`config.mk`:
```
export PLATFORM = sky130hd
export DESIGN_NAME = mux_4_to_1
export DESIGN_NICKNAME = d
export VERILOG_FILES = /design/src/rtl/mux_pkg.sv /design/src/rtl/mux_4_to_1_comb.sv /design/src/rtl/mux_4_to_1.sv
export SDC_FILE = /design/constraint.sdc
export NUM_CORES = 1
export LEC_CHECK = 0
export CORE_AREA = 2 2 39 41
export CTS_BUF_LIST = sky130_fd_sc_hd__clkbuf_2
export CTS_CLUSTER_DIAMETER = 60
export DETAILED_ROUTE_END_ITERATION = 10
export DIE_AREA = 0 0 41 43
export SYNTH_ARGS = -nofsm -noshare
export SYNTH_HDL_FRONTEND = slang
export SYNTH_SLANG_ARGS = --single-unit
export TNS_END_PERCENT = 100
```
`constraint.sdc`:
```
create_clock -name clk -period 0.8 [get_ports clk]
set_input_delay 0.12 -clock clk [delete_from_list [all_inputs] [get_ports clk]]
set_output_delay 0.12 -clock clk [all_outputs]
set_load 0.03 [all_outputs]
```
`src/rtl/mux_pkg.sv`:
```
// Shared types and defaults for the 4-to-1 selector.
// Imported by the selector core and the registered top.
package mux_pkg;

    typedef enum logic [1:0] {
        SEL_D0 = 2'b00,
        SEL_D1 = 2'b01,
        SEL_D2 = 2'b10,
        SEL_D3 = 2'b11
    } sel_e;

    localparam int MUX_DEFAULT_WIDTH = 2;

endpackage

```
`src/rtl/mux_4_to_1_comb.sv`:
```
// Pure combinational 4-to-1 selector core.
// An unknown selector yields an unknown result in simulation.
module mux_4_to_1_comb
    import mux_pkg::*;
#(
    parameter int WIDTH = MUX_DEFAULT_WIDTH
) (
    input  logic [WIDTH-1:0] d0,
    input  logic [WIDTH-1:0] d1,
    input  logic [WIDTH-1:0] d2,
    input  logic [WIDTH-1:0] d3,
    input  logic [1:0]       sel,
    output logic [WIDTH-1:0] y
);

    sel_e sel_s;

    assign sel_s = sel_e'(sel);

    always_comb begin
        y = 'x;
        unique case (sel_s)
            SEL_D0: y = d0;
            SEL_D1: y = d1;
            SEL_D2: y = d2;
            SEL_D3: y = d3;
            default: y = 'x;
        endcase
    end

endmodule

```
`src/rtl/mux_4_to_1.sv`:
```
// 4-to-1 selector with a direct output and a one-cycle
// registered copy qualified by out_valid.
module mux_4_to_1
    import mux_pkg::*;
#(
    parameter int               WIDTH   = MUX_DEFAULT_WIDTH,
    parameter logic [WIDTH-1:0] RST_VAL = '0
) (
    input  logic             clk,
    input  logic             rst,
    input  logic [WIDTH-1:0] d0,
    input  logic [WIDTH-1:0] d1,
    input  logic [WIDTH-1:0] d2,
    input  logic [WIDTH-1:0] d3,
    input  logic [1:0]       sel,
    input  logic             in_valid,
    output logic [WIDTH-1:0] y,
    output logic [WIDTH-1:0] y_q,
    output logic             out_valid
);

    logic [WIDTH-1:0] sel_y;
    logic [WIDTH-1:0] data_d, data_q;
    logic             valid_d, valid_q;

    mux_4_to_1_comb #(
        .WIDTH(WIDTH)
    ) u_comb (
        .d0 (d0),
        .d1 (d1),
        .d2 (d2),
        .d3 (d3),
        .sel(sel),
        .y  (sel_y)
    );

    always_comb begin
        data_d  = data_q;
        valid_d = in_valid;
        if (in_valid) begin
            data_d = sel_y;
        end
    end

    always_ff @(posedge clk or posedge rst) begin
        if (rst) begin
            data_q  <= RST_VAL;
            valid_q <= 1'b0;
        end else begin
            data_q  <= data_d;
            valid_q <= valid_d;
        end
    end

    assign y         = sel_y;
    assign y_q       = data_q;
    assign out_valid = valid_q;

endmodule

```
==> results of run 1 <==
-- timing repair --
action	in CTS	in global routing
pin swaps	1	0
endpoints found under the setup margin	7	7
resized for setup	30	3
buffers inserted	4	1
hold endpoints to repair	0	0
-- worst max-delay path, delay by kind of cell --
| family | cells | cell delay (ns) |
|---|---|---|
| buffers and inverters | 3 | 0.49 |
| multiplexers | 1 | 0.22 |
-- area by class of cell --
cell class | instances | area [sq um]
timing repair buffer | 28 | 270
clock buffer | 4 | 20.0
inverter | 1 | 3.75
multi-input combinational | 12 | 203
tap | 16 | 20.0
sequential | 3 | 77.6
fill | 145 | 790
-- per-stage QoR --
stage | cells | hold WS (ns) | TNS, ns
after floorplan | 17 | -0.126 | -0.0385
after global placement | 55 | 0.299 | -2.46
after detailed placement | 55 | 0.295 | -2.53
after CTS | 63 | 0.0715 | -0.506
after global routing | 64 | 0.0696 | -0.740
final | 64 | 0.0848 | -0.532
-- kinds of logic after synthesis --
kind of cell           after synthesis  synth area share
AOI/OAI and AO/OA                    2            0.0953
DFF                                  3             0.408
muxes                                6             0.327
and+or+nand+nor                      4             0.122
buffers and inverters                2            0.0476
-- path summary, 6_finish.rpt --
kind                                    start                   to  cells after the start
max                                    sel[0]                 y[0]                      4
min in group clk                     in_valid  out_valid$_DFF_PP0_                      1
min                                       rst   y_q[1]$_DFFE_PP0P_                      2
max reg2reg                y_q[0]$_DFFE_PP0P_   y_q[0]$_DFFE_PP0P_                      3
min reg2reg                y_q[1]$_DFFE_PP0P_   y_q[1]$_DFFE_PP0P_                      3
max in group asynchronous                 rst   y_q[0]$_DFFE_PP0P_                      2
-- sequential cells by signal, indices dropped and copies added, names as in the netlist --
signal and flops:
y_q 2, out_valid 1
-- metal layers --
layer  routed length (um)  track usage
met2                  349        0.147
met4                    0       0.0800
met5                    0            0
met1                  222        0.110
met3                   63       0.0314
-- cell usage in the layout (no fill, tap or decap) --
cell,count
sky130_fd_sc_hd__clkbuf_2,4
sky130_fd_sc_hd__nand2b_1,1
sky130_fd_sc_hd__dfrtp_1,1
sky130_fd_sc_hd__buf_6,8
sky130_fd_sc_hd__buf_4,7
sky130_fd_sc_hd__clkdlybuf4s50_1,1
sky130_fd_sc_hd__dlygate4sd2_1,10
sky130_fd_sc_hd__o221ai_2,2
sky130_fd_sc_hd__dfrtp_2,2
sky130_fd_sc_hd__mux2i_4,6
sky130_fd_sc_hd__buf_8,2
sky130_fd_sc_hd__nand2_1,1
sky130_fd_sc_hd__nand2b_4,2
sky130_fd_sc_hd__inv_1,1
-- where the power goes --
part / switching [W] / leakage, nW / internal, W
Clock: 0.0000766 / 0.0166 / 0.000132
Combinational: 0.000156 / 0.216 / 0.000217
Sequential: 0.0000108 / 0.0339 / 0.000170
Total: 0.000243 / 0.267 / 0.000519
==> impl_metrics.tcl, run 1 <==
set metrics [dict create \
    yosysTopAreaCellShare 0.408 \
    fin_skew_ns 0 \
    layout_stage_area_growth_over_the_synthesis_result_pct 223 \
    proportion_of_layout_cells_with_a_drive_suffix_above_1 0.688 \
    rsz_0062_raised_after_global_routing "yes" \
    cts_buffers 3 \
    floorplan.die.width_um 41 \
    synth_largest_area_cell "sky130_fd_sc_hd__dfrtp_1" \
    initial_antenna_violation_count 0 \
    final_area_sq_um 594 \
    preCtsSetupSlack_ns -0.637 \
    worst_path_largest_cell_delay_ns 0.22 \
    vias_per_cell 3.95 \
    worst_skew_pair.late_latency_ns 0.20 \
    avgRoutedWirePerCell_um 9.92 \
    required_ns 0.68 \
    clockRootBuffer "sky130_fd_sc_hd__clkbuf_2" \
    drt-initial-drc-count 0 \
    power_leakage_nw 0.267 \
    place.gp.congestion 0.609 \
    vias 253 \
    grt_util_all_layers 0.0996 \
    reg2reg_slack_ns -0.01 \
    grt_start_max_net_pins 6 \
    min_path_type "in2async" \
    dieHeight_um 43 \
    synth_cells 17 \
    synth_ff_type "sky130_fd_sc_hd__dfrtp_1" \
    io_buffers 17 \
    numClockSinks 3 \
    finalSetupViolCount 6 \
    power_per_cell_area_mw_per_mm2 1280 \
    critical_path_class "in2out" \
    wl_um 635 \
    first_pass_grt_wire_length_um 1120 \
    worstPathArrival_ns 0.83 \
    cts-hold-fix-buffers 0 \
    worst_slack_ns -0.148 \
    synth_edf_count 0 \
    cts_htree_levels 1 \
    clock_input_transition_at_the_sequential_cells_of_the_worst_setup_and_hold_paths_ns 0.04 \
    finalCritPeriodShare 1.19 \
    synth_cell_type_count 7 \
    overflow_after_grt 0 \
    tritoncts "yes" \
    critical-path-slowest-cell "sky130_fd_sc_hd__mux2i_4" \
    flip_flop_and_latch_count_after_synthesis 3 \
    netlist_top_cells_area "sky130_fd_sc_hd__dfrtp_1 (41%), sky130_fd_sc_hd__mux2i_1 (33%), sky130_fd_sc_hd__nand2b_1 (10%)" \
    violations "negative setup slack" \
    io_pins 18 \
    detailed_place.area_sq_um 453 \
    yosys_warnings 0 \
    tightest_slew_ns 0.208 \
    total_power_w 0.000762 \
    finalCoreUtilization 0.429 \
    path_cells "dlygate4sd2_1, buf_6, mux2i_4, buf_6" \
    average_cell_area_after_synthesis_sq_um 10.8 \
    slew_headroom 0.859 \
    post_synth_instance_area_sq_um 184 \
    initial_utilization 0.133 \
    synth_nets 30 \
    fp.coreArea_sq_mm 0.00138 \
    hpwlAfterDp_um 462 \
    vias_in_the_first_global_route 291 \
    number_of_maximum_capacitance_constraint_violations 0 \
    crit_path_end_kind "output port" \
    fin_crit_ns 0.948 \
    drc_errors 0 \
    run_status "complete, but fails checks" \
    count_of_nets_after_finishing 62 \
    clk_path_buf_depth 2 \
    area_enclosed_by_the_die_boundary_sq_mm 0.00176 \
    synth_top_cells_by_count "sky130_fd_sc_hd__mux2i_1 (6), sky130_fd_sc_hd__dfrtp_1 (3), sky130_fd_sc_hd__nand2b_1 (3), sky130_fd_sc_hd__o221ai_1 (2)" \
    core.rowCount 14 \
    synth_async_sr_flop_share 1.00 \
    fmax_mhz 1050 \
    crit_path_start_kind "input pin" \
    timing.final.max_slew_violations 0 \
    final_hold_viol_count 0 \
    synth_sequential_area_ratio 0.408 \
    diodes 0 \
    worst_path_most_repeated_cell "sky130_fd_sc_hd__buf_6" \
    yosys.cell_count.top_type "sky130_fd_sc_hd__mux2i_1" \
    crit_fanout 3 \
    antenna_violating_nets_post_route 0 \
    power.ir.vdd_worst_mv 0.401 \
    drt-pass1-iter-count 1 \
]
Power figures use the tool's default switching activity.
==> inputs of run 2 (changes only) <==
- SYNTH_HIERARCHICAL: default -> 1
==> run 2 against run 1 <==
Net effect:
- the run still ends with negative setup slack left
- routed wire length down 21%
- register-to-register slack better by 0.02 ns
- combinational power down 42%
- highest routed layer unchanged
- critical endpoint is now y[1]
- total power down 20%
==> impl_metrics.tcl, run 2 <==
set metrics [dict create \
    fmax_mhz 1000 \
    timing.rr.start "y_q[1]$_DFFE_PP0P_" \
    tightest_slew_ns 0.178 \
    clock_input_transition_at_the_sequential_cells_of_the_worst_setup_and_hold_paths_ns 0.04 \
    grt_start_max_net_pins 4 \
    drc_errors 0 \
    post_synth_instance_area_sq_um 154 \
    cts_buffers 3 \
    fin_skew_ns 0 \
    wl_met1_um 196 \
    power_leakage_nw 0.178 \
    wl_met2_um 218 \
    drt-initial-drc-count 3 \
    timing.final.max_slew_violations 0 \
    worst_skew_pair.late_latency_ns 0.20 \
    reg2reg_slack_ns 0.01 \
    crit_fanout 2 \
    layout.cells.non_filler 45 \
    power.ir.vdd_worst_mv 0.314 \
    dieHeight_um 43 \
    numClockSinks 3 \
    synth_top_cells_by_count "sky130_fd_sc_hd__dfrtp_1 (3), sky130_fd_sc_hd__mux2_2 (2), sky130_fd_sc_hd__mux4_1 (2), sky130_fd_sc_hd__inv_1 (1)" \
    synth_ff_type "sky130_fd_sc_hd__dfrtp_1" \
    violations "negative setup slack" \
    final_hold_viol_count 0 \
    average_cell_area_after_synthesis_sq_um 19.2 \
    layout_stage_area_growth_over_the_synthesis_result_pct 119 \
    io_pins 18 \
    count_of_nets_after_finishing 43 \
    power_per_cell_area_mw_per_mm2 1810 \
    finalCritPeriodShare 1.25 \
    diodes 0 \
    rsz_0062_raised_after_global_routing "yes" \
    crit_path_end_kind "output port" \
    preCtsSetupSlack_ns -1.12 \
    synth_nets 21 \
    layout_commonest_cell "sky130_fd_sc_hd__buf_2" \
    initial_utilization 0.111 \
    fin_crit_ns 1.00 \
    cts-hold-fix-buffers 0 \
    floorplan.die.width_um 41 \
    worst_slack_ns -0.200 \
    cts_htree_levels 1 \
    required_ns 0.68 \
    tritoncts "yes" \
    clk_path_buf_depth 2 \
    antenna_violating_nets_post_route 0 \
    synth_sequential_area_ratio 0.488 \
    slew_headroom 0.881 \
    grt_util_all_layers 0.0775 \
    io_buffers 17 \
    finalSetupViolCount 7 \
    core.rowCount 14 \
    drt-pass1-iter-count 3 \
    vias_per_cell 3.64 \
    yosys_warnings 6 \
    fp.coreArea_sq_mm 0.00138 \
    cts_setup_buffers 0 \
    first_pass_grt_wire_length_um 807 \
    place.gp.congestion 0.603 \
    synth_cell_type_count 4 \
    netlist_top_cells_area "sky130_fd_sc_hd__dfrtp_1 (49%), sky130_fd_sc_hd__mux4_1 (34%), sky130_fd_sc_hd__mux2_2 (15%)" \
    vias 164 \
    worstPathArrival_ns 0.88 \
    critical_path_class "in2out" \
    setup_total_negative_slack_ns -0.758 \
    routed-wl-met3_um 88 \
    min_path_type "in2async" \
    initial_antenna_violation_count 0 \
    critical_path.reg2reg.endpoint "y_q[1]$_DFFE_PP0P_" \
    synth_largest_area_cell "sky130_fd_sc_hd__dfrtp_1" \
    proportion_of_layout_cells_with_a_drive_suffix_above_1 0.759 \
    wl_um 503 \
    synth_cells 8 \
    largest_register_ff_count 2 \
    dpl.cell_count 41 \
    yosys.cell_count.top_type "sky130_fd_sc_hd__dfrtp_1" \
    yosysTopAreaCellShare 0.488 \
    synth_async_sr_flop_share 1.00 \
    reg2reg_depth 1 \
    area_enclosed_by_the_die_boundary_sq_mm 0.00176 \
    layout.cells.most_common_list "sky130_fd_sc_hd__buf_2 (8), sky130_fd_sc_hd__buf_6 (5), sky130_fd_sc_hd__clkbuf_2 (4)" \
    run_status "complete, but fails checks" \
    worst_hold_slack_ns 0.0886 \
    crit_path_start_kind "input pin" \
    clockRootBuffer "sky130_fd_sc_hd__clkbuf_2" \
    synth_edf_count 0 \
    vias_in_the_first_global_route 193 \
    avgRoutedWirePerCell_um 11.2 \
    overflow_after_grt 0 \
    top_layer_used "met3" \
    flip_flop_and_latch_count_after_synthesis 3 \
    number_of_maximum_capacitance_constraint_violations 0 \
]
run 2: kinds of logic after synthesis:
logic type,after synthesis,synth area share
buf+inv,1,0.0244
mux,4,0.488
flops,3,0.488
run 2: how the worst max path moves through the flow:
stage,slack (ns),cells past startpoint,to,start
6_report,-0.20,3,y[1],sel[0]
5_1_grt,-0.21,3,y[1],sel[0]
4_1_cts,-0.20,3,y[0],sel[0]
3_5_place_dp,-1.12,3,y[0],sel[0]
3_3_place_gp,-1.10,3,y[0],sel[0]
2_1_floorplan,-0.33,2,y_q[0]$_DFFE_PP0P_,sel[0]
run 2: power breakdown:
group          internal [W]  switching (W)
sequential         0.000171      0.0000147
clock              0.000132      0.0000731
combinational      0.000121      0.0000976
run 2: layout make-up:
class | count | area [sq um]
Tap cell | 16 | 20.0
Fill cell | 153 | 1050
Sequential cell | 3 | 75.1
Inverter | 1 | 3.75
Clock buffer | 4 | 20.0
Multi-Input combinational cell | 4 | 75.1
Timing Repair Buffer | 17 | 143
run 2: metal layers:
metal / global-route usage / up-vias
li1: - / 72
met4: 0.0800 / 0
met5: 0 / -
met2: 0.0969 / 18
met1: 0.0779 / 74
met3: 0.0524 / 0
run 2: critical path, cell delays in order:
cell,delay [ns]
sky130_fd_sc_hd__buf_8,0.08
sky130_fd_sc_hd__mux4_2,0.52
sky130_fd_sc_hd__buf_6,0.16
run 2: repair_timing:
item                       4_1_cts  5_1_grt
setup endpoints to repair        7        7
cloned                           0        0
hold endpoints to repair         0        0
gates resized for setup         49        1
run 2: through the flow:
| step | utilization | power (W) | instance area [sq um] |
|---|---|---|---|
| global placement | 0.243 | 0.000401 | 337 |
| finish | 0.243 | 0.000608 | 337 |
| detailed placement | 0.243 | 0.000407 | 337 |
| global route | 0.243 | 0.000652 | 337 |
| floorplan | - | 0.000287 | 154 |
| CTS | 0.241 | 0.000623 | 334 |
